[src/rtl/dmem_responder.sv]
// Memory-side responder for the data cache: posted-write FIFO with read forwarding,
// draining into a single-port word array with LAT wait states.
//
// state   | meaning
// IDLE    | accepting requests, or starting a drain when no request is taken
// FWD     | read hit in the write FIFO, response issued next edge
// RD_WAIT | read miss, counting down wait states before the array read
// WR_WAIT | draining the FIFO head, counting down before the array write
module dmem_responder #(
    parameter int ADDR_W   = 8,
    parameter int LAT      = 3,
    parameter int WB_DEPTH = 4
) (
    input  logic        clock,
    input  logic        reset,
    input  logic        req_valid,
    output logic        req_ready,
    input  logic        req_we,
    input  logic [15:0] req_addr,
    input  logic [15:0] req_wdata,
    output logic        resp_valid,
    output logic [15:0] resp_rdata,
    output logic        busy,
    output logic [3:0]  wb_count,
    output logic [15:0] rd_count,
    output logic [15:0] wr_count
);

    localparam int PTR_W = (WB_DEPTH > 1) ? $clog2(WB_DEPTH) : 1;

    typedef enum logic [1:0] {IDLE, FWD, RD_WAIT, WR_WAIT} state_t;

    state_t              state_q, state_d;
    logic [3:0]          wcnt_q, wcnt_d;
    logic [3:0]          cnt_q, cnt_d;
    logic [PTR_W-1:0]    head_q, head_d;
    logic [PTR_W-1:0]    tail_q, tail_d;
    logic [15:0]         fifo_addr_q [WB_DEPTH];
    logic [15:0]         fifo_addr_d [WB_DEPTH];
    logic [15:0]         fifo_data_q [WB_DEPTH];
    logic [15:0]         fifo_data_d [WB_DEPTH];
    logic [15:0]         fwd_data_q, fwd_data_d;
    logic [ADDR_W-1:0]   rd_addr_q, rd_addr_d;
    logic [ADDR_W-1:0]   dr_addr_q, dr_addr_d;
    logic [15:0]         dr_data_q, dr_data_d;
    logic                resp_valid_q, resp_valid_d;
    logic [15:0]         resp_rdata_q, resp_rdata_d;
    logic [15:0]         rd_count_q, rd_count_d;
    logic [15:0]         wr_count_q, wr_count_d;
    logic                rdy_en_q;

    logic [15:0]         mem [2**ADDR_W];
    logic                mem_we;
    logic                accept;
    logic                hit;
    logic [15:0]         hit_data;

    function automatic logic [PTR_W-1:0] ptr_inc(input logic [PTR_W-1:0] p);
        return (int'(p) == WB_DEPTH - 1) ? '0 : p + 1'b1;
    endfunction

    // rdy_en_q holds req_ready low until the first clock after reset release
    assign req_ready  = rdy_en_q && (state_q == IDLE) && (cnt_q != 4'(WB_DEPTH));
    assign accept     = req_valid && req_ready;
    assign resp_valid = resp_valid_q;
    assign resp_rdata = resp_rdata_q;
    assign busy       = (state_q != IDLE) || (cnt_q != 4'd0);
    assign wb_count   = cnt_q;
    assign rd_count   = rd_count_q;
    assign wr_count   = wr_count_q;

    // Walk entries oldest to youngest so the last match wins
    always_comb begin
        hit      = 1'b0;
        hit_data = '0;
        for (int i = 0; i < WB_DEPTH; i++) begin
            if ((4'(i) < cnt_q) &&
                (fifo_addr_q[PTR_W'((int'(head_q) + i) % WB_DEPTH)] == req_addr)) begin
                hit      = 1'b1;
                hit_data = fifo_data_q[PTR_W'((int'(head_q) + i) % WB_DEPTH)];
            end
        end
    end

    always_comb begin
        state_d      = state_q;
        wcnt_d       = wcnt_q;
        cnt_d        = cnt_q;
        head_d       = head_q;
        tail_d       = tail_q;
        fifo_addr_d  = fifo_addr_q;
        fifo_data_d  = fifo_data_q;
        fwd_data_d   = fwd_data_q;
        rd_addr_d    = rd_addr_q;
        dr_addr_d    = dr_addr_q;
        dr_data_d    = dr_data_q;
        resp_valid_d = 1'b0;
        resp_rdata_d = resp_rdata_q;
        rd_count_d   = rd_count_q;
        wr_count_d   = wr_count_q;
        mem_we       = 1'b0;
        case (state_q)
            IDLE: begin
                if (accept && req_we) begin
                    fifo_addr_d[tail_q] = req_addr;
                    fifo_data_d[tail_q] = req_wdata;
                    tail_d              = ptr_inc(tail_q);
                    cnt_d               = cnt_q + 4'd1;
                    wr_count_d          = wr_count_q + 16'd1;
                end else if (accept) begin
                    rd_count_d = rd_count_q + 16'd1;
                    if (hit) begin
                        fwd_data_d = hit_data;
                        state_d    = FWD;
                    end else begin
                        rd_addr_d = req_addr[ADDR_W-1:0];
                        wcnt_d    = 4'(LAT - 1);
                        state_d   = RD_WAIT;
                    end
                end else if (cnt_q != 4'd0) begin
                    dr_addr_d = fifo_addr_q[head_q][ADDR_W-1:0];
                    dr_data_d = fifo_data_q[head_q];
                    wcnt_d    = 4'(LAT - 1);
                    state_d   = WR_WAIT;
                end
            end
            FWD: begin
                resp_valid_d = 1'b1;
                resp_rdata_d = fwd_data_q;
                state_d      = IDLE;
            end
            RD_WAIT: begin
                if (wcnt_q == 4'd0) begin
                    resp_valid_d = 1'b1;
                    resp_rdata_d = mem[rd_addr_q];
                    state_d      = IDLE;
                end else begin
                    wcnt_d = wcnt_q - 4'd1;
                end
            end
            WR_WAIT: begin
                if (wcnt_q == 4'd0) begin
                    mem_we  = 1'b1;
                    head_d  = ptr_inc(head_q);
                    cnt_d   = cnt_q - 4'd1;
                    state_d = IDLE;
                end else begin
                    wcnt_d = wcnt_q - 4'd1;
                end
            end
            default: state_d = IDLE;
        endcase
    end

    always_ff @(posedge clock or negedge reset) begin
        if (!reset) begin
            state_q      <= IDLE;
            wcnt_q       <= '0;
            cnt_q        <= '0;
            head_q       <= '0;
            tail_q       <= '0;
            for (int i = 0; i < WB_DEPTH; i++) begin
                fifo_addr_q[i] <= '0;
                fifo_data_q[i] <= '0;
            end
            fwd_data_q   <= '0;
            rd_addr_q    <= '0;
            dr_addr_q    <= '0;
            dr_data_q    <= '0;
            resp_valid_q <= 1'b0;
            resp_rdata_q <= '0;
            rd_count_q   <= '0;
            wr_count_q   <= '0;
            rdy_en_q     <= 1'b0;
        end else begin
            state_q      <= state_d;
            wcnt_q       <= wcnt_d;
            cnt_q        <= cnt_d;
            head_q       <= head_d;
            tail_q       <= tail_d;
            fifo_addr_q  <= fifo_addr_d;
            fifo_data_q  <= fifo_data_d;
            fwd_data_q   <= fwd_data_d;
            rd_addr_q    <= rd_addr_d;
            dr_addr_q    <= dr_addr_d;
            dr_data_q    <= dr_data_d;
            resp_valid_q <= resp_valid_d;
            resp_rdata_q <= resp_rdata_d;
            rd_count_q   <= rd_count_d;
            wr_count_q   <= wr_count_d;
            rdy_en_q     <= 1'b1;
        end
    end

    // Array is not reset; mem_we is derived from the reset state so an abort never writes
    always_ff @(posedge clock) begin
        if (mem_we) begin
            mem[dr_addr_q] <= dr_data_q;
        end
    end

endmodule

[config.mk]
export PLATFORM = sky130hd
export DESIGN_NAME = dmem_responder
export DESIGN_NICKNAME = d
export VERILOG_FILES = /design/src/rtl/dmem_responder.sv
export SDC_FILE = /design/constraint.sdc
export NUM_CORES = 2
export LEC_CHECK = 0
export CORE_MARGIN = 2
export CORE_UTILIZATION = 57
export DETAILED_ROUTE_END_ITERATION = 10
export PLACE_DENSITY_LB_ADDON = 0.12
export SYNTH_ARGS = -nofsm -noshare
export SYNTH_HDL_FRONTEND = slang
export SYNTH_SLANG_ARGS = --single-unit
[constraint.sdc]
create_clock -name clock -period 10.5 [get_ports clock]
set_clock_uncertainty 0.1 [all_clocks]
set_input_delay 3.15 -clock clock [delete_from_list [all_inputs] [get_ports clock]]
set_output_delay 3.15 -clock clock [all_outputs]
set_load 0.02 [all_outputs]
==> metrics.cfg <==
[place]
place_inst = 11674
place_ws_ns = 3.72
hpwl_mm = 258
gp_congestion = 0.859
dpl_cell_area_um2 = 178000
io_buffers = 90

[sta]
rsz0062_at_grt = false
clock.fmax_mhz = 159
final_max_slew_viol_count = 233
fin_setup_tns_ns = 0
setup_viol = 0
worst_pin_slew_ns = 1.85
fin_crit_sh = 0.599
post-route-min-period_ns = 6.29
hold_viol_final = 0
fin_ws_ns = 4.21
max_slew_margin = -0.233

[layout]
finalNetCount = 8201
fin_area_um2 = 192000
layout-drive-gt1-share = 0.302
area_growth_pct = 12.5
stdcell_count = 12497
fillCellCount = 19568

[yosys]
async_flop_share = 0.0554
synth_area_per_cell_um2 = 22.3
ys_ff_latch = 4336
synth_most_common_cell = edfxtp_1
synth_top_area_frac = 0.719
ys.flop_type = edfxtp_1
synthesis.nets = 7720
ys_seq_area_frac = 0.754
synthesis.area_um2 = 171000
yosysTopAreaCell = edfxtp_1
synth_area_leaders = edfxtp_1, mux4_2, dfrtp_1, mux2i_1, mux2_2
synthTopCellsByCount = edfxtp_1, mux4_2, nor2_1
synth_edf_count = 4096
syn_inst = 7669
synth.distinct_cells = 79
ys_warn_count = 0

[power]
p_per_area_nw_per_um2 = 273
total_power_mw = 52.5
irDropWorstVdd_mv = 0.313
leakagePower_nw = 61.6

[floorplanning]
core_um2 = 299000
rows = 201
die_h_um = 552
die_x_um = 552
dieArea_um2 = 304000
start_util = 0.571
io_pins = 91

[critical_path]
cp-end-kind = primary output
start_kind = flip-flop
required_ns = 7.25
r2r_setup_slack_ns = 4.96
arrival_ns = 3.04
path_class = reg2out
path_max_fanout = 6

[clocking]
clkLatencyLatePin_ns = 0.97
clk_pin_slew_worst_paths_ns = 0.06
cts-root-buf = clkbuf_16
post_cts_resize_count = 0
post_cts_buffers = 0
cts_num_sinks = 4336
htree_levels = 5
clock_tree.buffer_depth = 4
cts_tree = built
cts_made_buffers = 432
postCtsHoldBufs = 0

[detailed_routing]
drc = 0
wl_per_cell_um = 35.4
wl_mm = 443
routed_via_density = 6.74
postRouteAntennaNets = 0
dr.pass1.iters = 6
drt_iter0_drc = 12152
num_vias = 84216

[grt]
grt_start_max_net_pins = 208
antenna_found_initial = 24
grt_pass1_vias = 83446
grt_usage = 0.293
grt_pass1_wl_mm = 628
grt.overflow.total = 0

[min_path]
hold_class = reg2reg

[run_status]
status = finished with violations
violations = max-slew violations

[flow_run]
maxCapViolations = 0

[per-layer routing]
metal | wire (µm) | part of all wire | up-vias | GRT usage
li1 | - | - | 33496 | -
met1 | 176000 | 0.40 | 45611 | 0.434
met2 | 210000 | 0.47 | 4454 | 0.451
met3 | 41400 | 0.094 | 651 | 0.0539
met4 | 15600 | 0.035 | 4 | 0.0945
met5 | 27 | 0.000061 | - | 0
[logic make-up (layout without fill, tap and decap cells)]
logic type / count (synthesis) / after routing / share of synthesized area
flops: 4336 / 4336 / 0.754
mux: 1659 / 1659 / 0.193
simple gates: 750 / 750 / 0.0188
buf+inv: 456 / 1309 / 0.0125
compound gates: 360 / 360 / 0.0153
xor+xnor: 92 / 92 / 0.00471
fa+ha+maj: 15 / 15 / 0.00110
other cells: 1 / 18 / 0.0000219
[cell type report]
cell class	instances	area (µm²)	area share
clock inverter	262	2470	0.0129
clock buffer	544	11400	0.0595
tap	3958	4950	0.0258
timing repair buffer	486	4180	0.0217
antenna	17	42.5	0.000221
multi-input combinational	2877	40100	0.208
sequential	4336	129000	0.671
inverter	17	71.3	0.000371
[report_power, final]
group | total, mW | internal (mW) | switching [mW]
registers | 22.0 | 20.9 | 1.05
logic | 15.3 | 6.43 | 8.92
clock network | 15.2 | 8.64 | 6.54
[flip-flops by register name, indices dropped and copies added, names as in the netlist]
register and count:
dr_addr_q 8, dr_data_q 16, fifo_addr_q 64, fifo_data_q 64, fwd_data_q 16, head_q 2
mem 4096, rd_addr_q 8, rd_count 16, rdy_en_q 1, resp_rdata 16, resp_valid 1
state_q 2, tail_q 2, wb_count 4, wcnt_q 4, wr_count 16
[worst paths after layout]
| check | startpoint | endpoint | cells past startpoint |
|---|---|---|---|
| max | wb_count[1] | busy | 5 |
| min | rd_count[15] | rd_count[15] | 1 |
| max reg2reg | rd_addr_q[1] | resp_rdata[4] | 7 |
| min reg2reg | rd_count[15] | rd_count[15] | 1 |
| max in group asynchronous | reset | dr_data_q[10] | 2 |
| min in group asynchronous | reset | fifo_addr_q[15] | 1 |
[through the flow]
| stage | hold WS (ns) | util |
|---|---|---|
| floorplan | 0.378 | - |
| global placement | 0.357 | 0.596 |
| detailed placement | 0.365 | 0.596 |
| CTS | 0.373 | 0.642 |
| global route | 0.390 | 0.643 |
| finish | 0.371 | 0.643 |
[critical path, stage by stage, from the launching register on]
cell             delay, ns
dfrtp_1               0.43
inv_1                 0.14
ha_1                  0.22
nor3b_1               0.56
nand2_1               0.15
clkdlybuf4s50_1       0.57
[placed cells by master, fill, tap and decap left out, drive strengths merged, types with 16 or more instances in the layout]
master	instances
a21oi	40
a221oi	19
a22oi	26
a311o	16
a31oi	25
buf	397
bufinv	37
clkbuf	544
clkdlybuf4s50	89
clkinv	201
dfrtp	240
diode	17
edfxtp	4096
inv	30
mux2	164
mux2i	197
mux4	1298
nand2	196
nand3	46
nand4	27
nor2	369
nor3	41
o21ai	72
o221ai	28
o22ai	57
xnor2	69
xor2	23
Note: power is estimated with default switching activity, not from simulation.
